===== config.mk =====
export PLATFORM = sky130hd
export DESIGN_NAME = overlay_feeder_flat
export DESIGN_NICKNAME = d
export VERILOG_FILES = /design/src/rtl/overlay_feeder_if.sv /design/src/rtl/overlay_feeder.sv /design/src/flat_wrapper.sv
export SDC_FILE = /design/constraint.sdc
export NUM_CORES = 1
export LEC_CHECK = 0
export BUFFER_PORTS_ARGS = -buffer_cell sky130_fd_sc_hd__buf_2
export CAP_MARGIN = 5
export CORE_MARGIN = 2
export CORE_UTILIZATION = 55
export DETAILED_ROUTE_END_ITERATION = 10
export GPL_TIMING_DRIVEN = 0
export PLACE_DENSITY_LB_ADDON = 0.25
export SKIP_CTS_REPAIR_TIMING = 1
export SLEW_MARGIN = 30
export SYNTH_ARGS = -nofsm -noshare
export SYNTH_HDL_FRONTEND = slang
export SYNTH_SLANG_ARGS = --single-unit

===== constraint.sdc =====
create_clock -name clk -period 7.15 [get_ports clk]
set_input_delay 1.0725 -clock clk [delete_from_list [all_inputs] [get_ports clk]]
set_output_delay 1.0725 -clock clk [all_outputs]
set_load 0.005 [all_outputs]

===== src/rtl/overlay_feeder_if.sv =====
// Overlay feeder bus: host-side control/sample inputs and overlay-side outputs.
// master = host/driver side, slave = feeder side.
interface overlay_feeder_if #(
    parameter int DATA_WIDTH = 16,
    parameter int INST_WIDTH = 32,
    parameter int INST_DEPTH = 16
);
    localparam int IAW = $clog2(INST_DEPTH);

    logic                    start;
    logic [IAW:0]            inst_cnt;
    logic [15:0]             num_frames;
    logic                    inst_wr_v;
    logic [IAW-1:0]          inst_wr_addr;
    logic [INST_WIDTH-1:0]   inst_wr_data;
    logic                    s_in_v;
    logic [2*DATA_WIDTH-1:0] s_in;
    logic                    s_in_rdy;
    logic                    inst_in_v;
    logic [INST_WIDTH-1:0]   inst_in;
    logic                    din_overlay_v;
    logic [2*DATA_WIDTH-1:0] din_overlay;
    logic                    load;
    logic                    busy;
    logic                    frame_done;

    modport master (
        output start, inst_cnt, num_frames, inst_wr_v, inst_wr_addr, inst_wr_data,
        output s_in_v, s_in,
        input  s_in_rdy, inst_in_v, inst_in, din_overlay_v, din_overlay,
        input  load, busy, frame_done
    );

    modport slave (
        input  start, inst_cnt, num_frames, inst_wr_v, inst_wr_addr, inst_wr_data,
        input  s_in_v, s_in,
        output s_in_rdy, inst_in_v, inst_in, din_overlay_v, din_overlay,
        output load, busy, frame_done
    );
endinterface


===== src/rtl/overlay_feeder.sv =====
// overlay_feeder: transmit side of the overlay input. Buffers host samples in a
// FIFO, issues the stored instruction program on start, then streams frames of
// PE_NUM samples and pulses load/frame_done LOAD_LAT cycles after each frame.
// Optional: FEEDER_GAPLESS_EN -- hold a frame back until PE_NUM samples are
// buffered so din_overlay_v is contiguous within a frame.
module overlay_feeder #(
    parameter int PE_NUM     = 8,
    parameter int DATA_WIDTH = 16,
    parameter int INST_WIDTH = 32,
    parameter int INST_DEPTH = 16,
    parameter int FIFO_DEPTH = 16,
    parameter int LOAD_LAT   = 8
) (
    input logic             clk,
    input logic             rst,
    overlay_feeder_if.slave bus
);
    localparam int IAW = $clog2(INST_DEPTH);
    localparam int FAW = $clog2(FIFO_DEPTH);
    localparam int FCW = FAW + 1;
    localparam int PCW = $clog2(PE_NUM) + 1;
    localparam int WCW = $clog2(LOAD_LAT) + 1;
    localparam int SW  = 2 * DATA_WIDTH;

    localparam logic [FCW-1:0] FIFO_FULL = FCW'(FIFO_DEPTH);
    localparam logic [PCW-1:0] PE_CNT    = PCW'(PE_NUM);
    localparam logic [PCW-1:0] PE_LAST   = PCW'(PE_NUM - 1);
    localparam logic [WCW-1:0] LAT_LAST  = WCW'(LOAD_LAT - 1);

    typedef enum logic [2:0] {S_IDLE, S_INST, S_STREAM, S_WAIT, S_LOAD} state_t;

    state_t                state_q;
    logic [INST_WIDTH-1:0] inst_mem [INST_DEPTH];
    logic [SW-1:0]         fifo_mem [FIFO_DEPTH];
    logic [FAW-1:0]        wr_ptr_q, wr_ptr_d, rd_ptr_q, rd_ptr_d;
    logic [FCW-1:0]        count_q, count_d;
    logic [IAW:0]          cnt_q, idx_q;
    logic [15:0]           frames_q, fcnt_q;
    logic [PCW-1:0]        scnt_q;
    logic [WCW-1:0]        wcnt_q;
    logic                  inst_v_q, dout_v_q, load_q, fdone_q;
    logic [INST_WIDTH-1:0] inst_q;
    logic [SW-1:0]         dout_q;
    logic                  push, pop;

    assign push = bus.s_in_v && (count_q != FIFO_FULL);

`ifdef FEEDER_GAPLESS_EN
    // A frame starts only once fully buffered; afterwards the data is guaranteed present.
    assign pop = (state_q == S_STREAM) && ((scnt_q != '0) || (count_q >= FCW'(PE_NUM)));
`else
    assign pop = (state_q == S_STREAM) && (count_q != '0) && (scnt_q < PE_CNT);
`endif

    // Instruction store: writable only while idle, never reset.
    always_ff @(posedge clk) begin
        if (bus.inst_wr_v && state_q == S_IDLE)
            inst_mem[bus.inst_wr_addr] <= bus.inst_wr_data;
    end

    // Sample FIFO storage.
    always_ff @(posedge clk) begin
        if (push)
            fifo_mem[wr_ptr_q] <= bus.s_in;
    end

    // FIFO pointer/occupancy next state; pointers wrap naturally at power-of-2 depth.
    always_comb begin
        wr_ptr_d = wr_ptr_q + FAW'(push);
        rd_ptr_d = rd_ptr_q + FAW'(pop);
        count_d  = count_q;
        if (push && !pop)
            count_d = count_q + 1'b1;
        else if (pop && !push)
            count_d = count_q - 1'b1;
    end

    // FIFO pointer/occupancy registers.
    always_ff @(posedge clk or negedge rst) begin
        if (!rst) begin
            wr_ptr_q <= '0;
            rd_ptr_q <= '0;
            count_q  <= '0;
        end else begin
            wr_ptr_q <= wr_ptr_d;
            rd_ptr_q <= rd_ptr_d;
            count_q  <= count_d;
        end
    end

    // Control FSM with registered outputs. Entry 0 is fetched on the start edge so
    // the program appears the cycle right after start.
    always_ff @(posedge clk or negedge rst) begin
        if (!rst) begin
            state_q  <= S_IDLE;
            cnt_q    <= '0;
            idx_q    <= '0;
            frames_q <= '0;
            fcnt_q   <= '0;
            scnt_q   <= '0;
            wcnt_q   <= '0;
            inst_v_q <= 1'b0;
            inst_q   <= '0;
            dout_v_q <= 1'b0;
            dout_q   <= '0;
            load_q   <= 1'b0;
            fdone_q  <= 1'b0;
        end else begin
            inst_v_q <= 1'b0;
            dout_v_q <= 1'b0;
            load_q   <= 1'b0;
            fdone_q  <= 1'b0;
            if (pop) begin
                dout_q   <= fifo_mem[rd_ptr_q];
                dout_v_q <= 1'b1;
            end
            case (state_q)
                S_IDLE: begin
                    if (bus.start) begin
                        cnt_q    <= bus.inst_cnt;
                        frames_q <= bus.num_frames;
                        fcnt_q   <= '0;
                        idx_q    <= (IAW+1)'(1);
                        state_q  <= S_INST;
                        if (bus.inst_cnt != '0) begin
                            inst_q   <= inst_mem[0];
                            inst_v_q <= 1'b1;
                        end
                    end
                end
                S_INST: begin
                    if (idx_q < cnt_q) begin
                        inst_q   <= inst_mem[idx_q[IAW-1:0]];
                        inst_v_q <= 1'b1;
                        idx_q    <= idx_q + 1'b1;
                    end
                    if (idx_q + 1'b1 >= cnt_q) begin
                        scnt_q  <= '0;
                        state_q <= (frames_q == '0) ? S_IDLE : S_STREAM;
                    end
                end
                S_STREAM: begin
                    if (pop) begin
                        scnt_q <= scnt_q + 1'b1;
                        if (scnt_q == PE_LAST) begin
                            scnt_q  <= '0;
                            wcnt_q  <= '0;
                            state_q <= S_WAIT;
                        end
                    end
                end
                S_WAIT: begin
                    if (wcnt_q == LAT_LAST) begin
                        load_q  <= 1'b1;
                        fdone_q <= 1'b1;
                        state_q <= S_LOAD;
                    end else begin
                        wcnt_q <= wcnt_q + 1'b1;
                    end
                end
                S_LOAD: begin
                    fcnt_q  <= fcnt_q + 16'd1;
                    state_q <= (fcnt_q + 16'd1 == frames_q) ? S_IDLE : S_STREAM;
                end
                default: state_q <= S_IDLE;
            endcase
        end
    end

    assign bus.s_in_rdy      = (count_q != FIFO_FULL);
    assign bus.inst_in_v     = inst_v_q;
    assign bus.inst_in       = inst_q;
    assign bus.din_overlay_v = dout_v_q;
    assign bus.din_overlay   = dout_q;
    assign bus.load          = load_q;
    assign bus.frame_done    = fdone_q;
    assign bus.busy          = (state_q != S_IDLE);
endmodule

===== src/flat_wrapper.sv =====
// flat-port wrapper written by rule: the top's interface ports become plain ports
module overlay_feeder_flat 
#(
    parameter int PE_NUM     = 8,
    parameter int DATA_WIDTH = 16,
    parameter int INST_WIDTH = 32,
    parameter int INST_DEPTH = 16,
    parameter int FIFO_DEPTH = 16,
    parameter int LOAD_LAT   = 8
)
  (clk, rst, bus_start, bus_inst_cnt, bus_num_frames, bus_inst_wr_v, bus_inst_wr_addr, bus_inst_wr_data, bus_s_in_v, bus_s_in, bus_s_in_rdy, bus_inst_in_v, bus_inst_in, bus_din_overlay_v, bus_din_overlay, bus_load, bus_busy, bus_frame_done);
  overlay_feeder_if #(.DATA_WIDTH(DATA_WIDTH), .INST_WIDTH(INST_WIDTH), .INST_DEPTH(INST_DEPTH)) bus_i ();
  input logic clk;
  input logic rst;
  input wire logic [$bits(bus_i.start)-1:0] bus_start;
  input wire logic [$bits(bus_i.inst_cnt)-1:0] bus_inst_cnt;
  input wire logic [$bits(bus_i.num_frames)-1:0] bus_num_frames;
  input wire logic [$bits(bus_i.inst_wr_v)-1:0] bus_inst_wr_v;
  input wire logic [$bits(bus_i.inst_wr_addr)-1:0] bus_inst_wr_addr;
  input wire logic [$bits(bus_i.inst_wr_data)-1:0] bus_inst_wr_data;
  input wire logic [$bits(bus_i.s_in_v)-1:0] bus_s_in_v;
  input wire logic [$bits(bus_i.s_in)-1:0] bus_s_in;
  output wire logic [$bits(bus_i.s_in_rdy)-1:0] bus_s_in_rdy;
  output wire logic [$bits(bus_i.inst_in_v)-1:0] bus_inst_in_v;
  output wire logic [$bits(bus_i.inst_in)-1:0] bus_inst_in;
  output wire logic [$bits(bus_i.din_overlay_v)-1:0] bus_din_overlay_v;
  output wire logic [$bits(bus_i.din_overlay)-1:0] bus_din_overlay;
  output wire logic [$bits(bus_i.load)-1:0] bus_load;
  output wire logic [$bits(bus_i.busy)-1:0] bus_busy;
  output wire logic [$bits(bus_i.frame_done)-1:0] bus_frame_done;
  assign bus_i.start = bus_start;
  assign bus_i.inst_cnt = bus_inst_cnt;
  assign bus_i.num_frames = bus_num_frames;
  assign bus_i.inst_wr_v = bus_inst_wr_v;
  assign bus_i.inst_wr_addr = bus_inst_wr_addr;
  assign bus_i.inst_wr_data = bus_inst_wr_data;
  assign bus_i.s_in_v = bus_s_in_v;
  assign bus_i.s_in = bus_s_in;
  assign bus_s_in_rdy = bus_i.s_in_rdy;
  assign bus_inst_in_v = bus_i.inst_in_v;
  assign bus_inst_in = bus_i.inst_in;
  assign bus_din_overlay_v = bus_i.din_overlay_v;
  assign bus_din_overlay = bus_i.din_overlay;
  assign bus_load = bus_i.load;
  assign bus_busy = bus_i.busy;
  assign bus_frame_done = bus_i.frame_done;
  overlay_feeder #(.PE_NUM(PE_NUM), .DATA_WIDTH(DATA_WIDTH), .INST_WIDTH(INST_WIDTH), .INST_DEPTH(INST_DEPTH), .FIFO_DEPTH(FIFO_DEPTH), .LOAD_LAT(LOAD_LAT)) u_core (.clk(clk), .rst(rst), .bus(bus_i));
endmodule

==> impl_results.md <==
* DRC Markers at 0
* Post-synth cell types at 57
* Top cell type's share of synthesized area at 68.1%
* Leak at 17.9 nW
* Cells after synthesis at 2134
* Die area at 84400 um^2
* Row cnt at 105
* Worst setup margin at 3560 ps
* Post-DR wirelength/cell at 28.5 um
* Fillers at 5266
* Skew final at 51.4 ps
* Final net count at 2626
* Area taken by multi-input logic gates at 10700 um^2
* Routed Antenna Nets at 0
* Synth area leader: edfxtp_1
* Critical Path Source: u_core.idx_q[3]$_DFFE_PN0P_
* Setup TNS at 0 ps
* GPL Wtd Cong at 0.836
* Die width at 291 um
* Sequential area share after synthesis at 75.4%
* Vias in the first global route at 23500
* Hold slack at 337 ps
* Max clock buf depth at 3
* Clock insertion delay at the later pin of the skew report at 690 ps
* Placed Cells at 3462
* DRT Pass-1 Iters at 5
* Status: completed
* Worst-case vdd ir drop at 0.300 mV
* YS warnings at 0
* Synth Flop Type: edfxtp_1
* Worst setup EP type: register
* CTS tree: done
* Share of layout cells above drive strength 1 at 34.4%
* CP Launch Type: register
* DRT iter0 DRCs at 2634
* Arrival time of the worst setup path at 4110 ps
* First-pass GRT wire length at 155000 um
* Slew headroom at 32.0%
* H-tree Lvls at 3
* Num Clock Sinks at 1157
* Syn-to-layout area delta at 17.1%
* Reg2Reg Depth at 10
* Total gr overflow at 0
* Worst r2r dst: u_core.scnt_q[3]$_DFFE_PN0P_
* Fin crit share at 50.1%
* Mapped Avg Cell Area at 21.2 um^2
* Clock transition at path regs at 60 ps
* Hold Vio Cnt, Final at 0
* Largest cells by area after synthesis: edfxtp_1, mux4_2, dfrtp_1
* Total Wirelength at 105000 um
* I/O pins at 164
* Most frequent cells in the layout: edfxtp_1, mux4_2, nand2_1
* Core Area at 81700 um^2
* Crit Reg-Reg Startpoint: u_core.idx_q[3]$_DFFE_PN0P_
* Power Total at 0.0200 W
* Crit path max fanout at 10
* Max cap viols at 0
* Required @ worst endpoint at 7680 ps
* Number of synthesized flops with an enable pin at 1024
* Cell Pwr Density at 379 nW/um^2
* Synth async-reset ratio at 11.5%
* Synth Register Bits at 1157
* Num CTS Buffers at 114
* Unrepaired setup endpoints after global routing: false
* Min-Delay Path Class: input pin to async pin
* Final setup viols at 0
* Post-Place Setup Slack at 3600 ps
* WS Path Type: register to register
* DP HPWL at 68600 um
* Most common cell after layout, fill and taps aside: edfxtp_1
* Largest net degree at the start of global routing at 83
* Syn nets at 2251
* Fmax achieved at 279 MHz
* Worst Max-Slew Pin Slew at 1020 ps
* DR vias/cell at 6.20
* Root Driver: clkbuf_16
* Antenna violations before repair at 10
* Period minus WS final at 3590 ps
* Vias at 22800
* Total track usage at 25.3%
* Initial core utilization at 55.3%
* Final Max Slew Viols at 0
* Mapped cell area at 45200 um^2
* Die height at 291 um
* Port bufs at 163
* Flop2flop setup slack at 3560 ps
* Register area at 34100 um^2
* Fin cells at 3681
layer usage:
metal / global-route usage, % / vias to the layer above / wire length (um)
met5: 0 / - / 95
met2: 42.9 / 1014 / 54100
li1: - / 9506 / -
met3: 4.66 / 201 / 8070
met1: 33.7 / 12100 / 40000
met4: 7.54 / 14 / 2750
state kept, by name, indices dropped and copies added, names as in the netlist, 16 cells and up:
| name | count |
|---|---|
| u_core.inst_mem | 512 |
| u_core.bus.din_overlay | 32 |
| u_core.frames_q | 16 |
| u_core.fifo_mem | 512 |
| u_core.fcnt_q | 16 |
| u_core.bus.inst_in | 32 |
worst max path at each step:
stage / to / slack [ps]
5_1_grt: u_core.scnt_q[3]$_DFFE_PN0P_ / 3330
4_1_cts: u_core.scnt_q[3]$_DFFE_PN0P_ / 3580
3_3_place_gp: u_core.inst_mem[0][9]$_DFFE_PP_ / -440
2_1_floorplan: u_core.fifo_mem[0][0]$_DFFE_PP_ / 2970
6_report: u_core.scnt_q[3]$_DFFE_PN0P_ / 3560
3_5_place_dp: u_core.scnt_q[3]$_DFFE_PN0P_ / 3600
critical path, cell delays in order, from the launching register on:
cell,delay [ps]
dfrtp_1,350
clkbuf_1,590
buf_1,650
nand3_1,180
xnor2_1,260
ha_1,290
a211o_1,310
a31oi_1,310
a21oi_1,180
a41oi_1,260
a21oi_1,70
through the flow:
step / util [%] / cell area, um^2
floorplan: - / 45200
global placement: 57.9 / 47300
detailed placement: 60.2 / 49200
CTS: 64.7 / 52900
global route: 64.7 / 52900
finish: 64.7 / 52900
layout make-up:
| class | instances | area share (%) |
|---|---|---|
| multi-input combinational | 848 | 20.2 |
| clock inverter | 46 | 0.788 |
| inverter | 20 | 0.142 |
| buffer | 109 | 1.02 |
| antenna | 2 | 0.00946 |
| sequential | 1157 | 64.4 |
| tap | 1070 | 2.53 |
| clock buffer | 170 | 6.13 |
| timing repair buffer | 259 | 4.71 |
where the power goes:
| group | total [W] | internal [W] | switching (W) |
|---|---|---|---|
| Sequential | 0.00838 | 0.00805 | 0.000334 |
| Combinational | 0.00588 | 0.00286 | 0.00302 |
| Clock | 0.00576 | 0.00326 | 0.00251 |
| Total | 0.0200 | 0.0142 | 0.00586 |
cell families (layout without fill, tap and decap cells):
group | after synthesis | in the layout | share of synthesized area, %
fa+ha+maj | 23 | 23 | 0.654
flops | 1157 | 1157 | 75.4
buf+inv | 129 | 604 | 1.35
other cells | 0 | 2 | 0
xor+xnor | 36 | 36 | 0.698
compound gates | 83 | 83 | 1.13
mux | 386 | 386 | 17.6
simple gates | 320 | 320 | 3.09
synthesized netlist by cell type, types with 7 or more instances:
library cell     n
edfxtp_1      1024
mux4_2         318
nand2_1        193
dfrtp_1        133
mux2_2          64
clkbuf_1        57
nor2_1          50
o21ai_0         39
buf_2           27
ha_1            22
xnor2_1         21
inv_1           18
nor3_1          18
nand3_1         15
xor2_1          15
buf_1           11
buf_6           10
a21oi_1          9
nor4_1           7
Power figures use the tool's default switching activity.
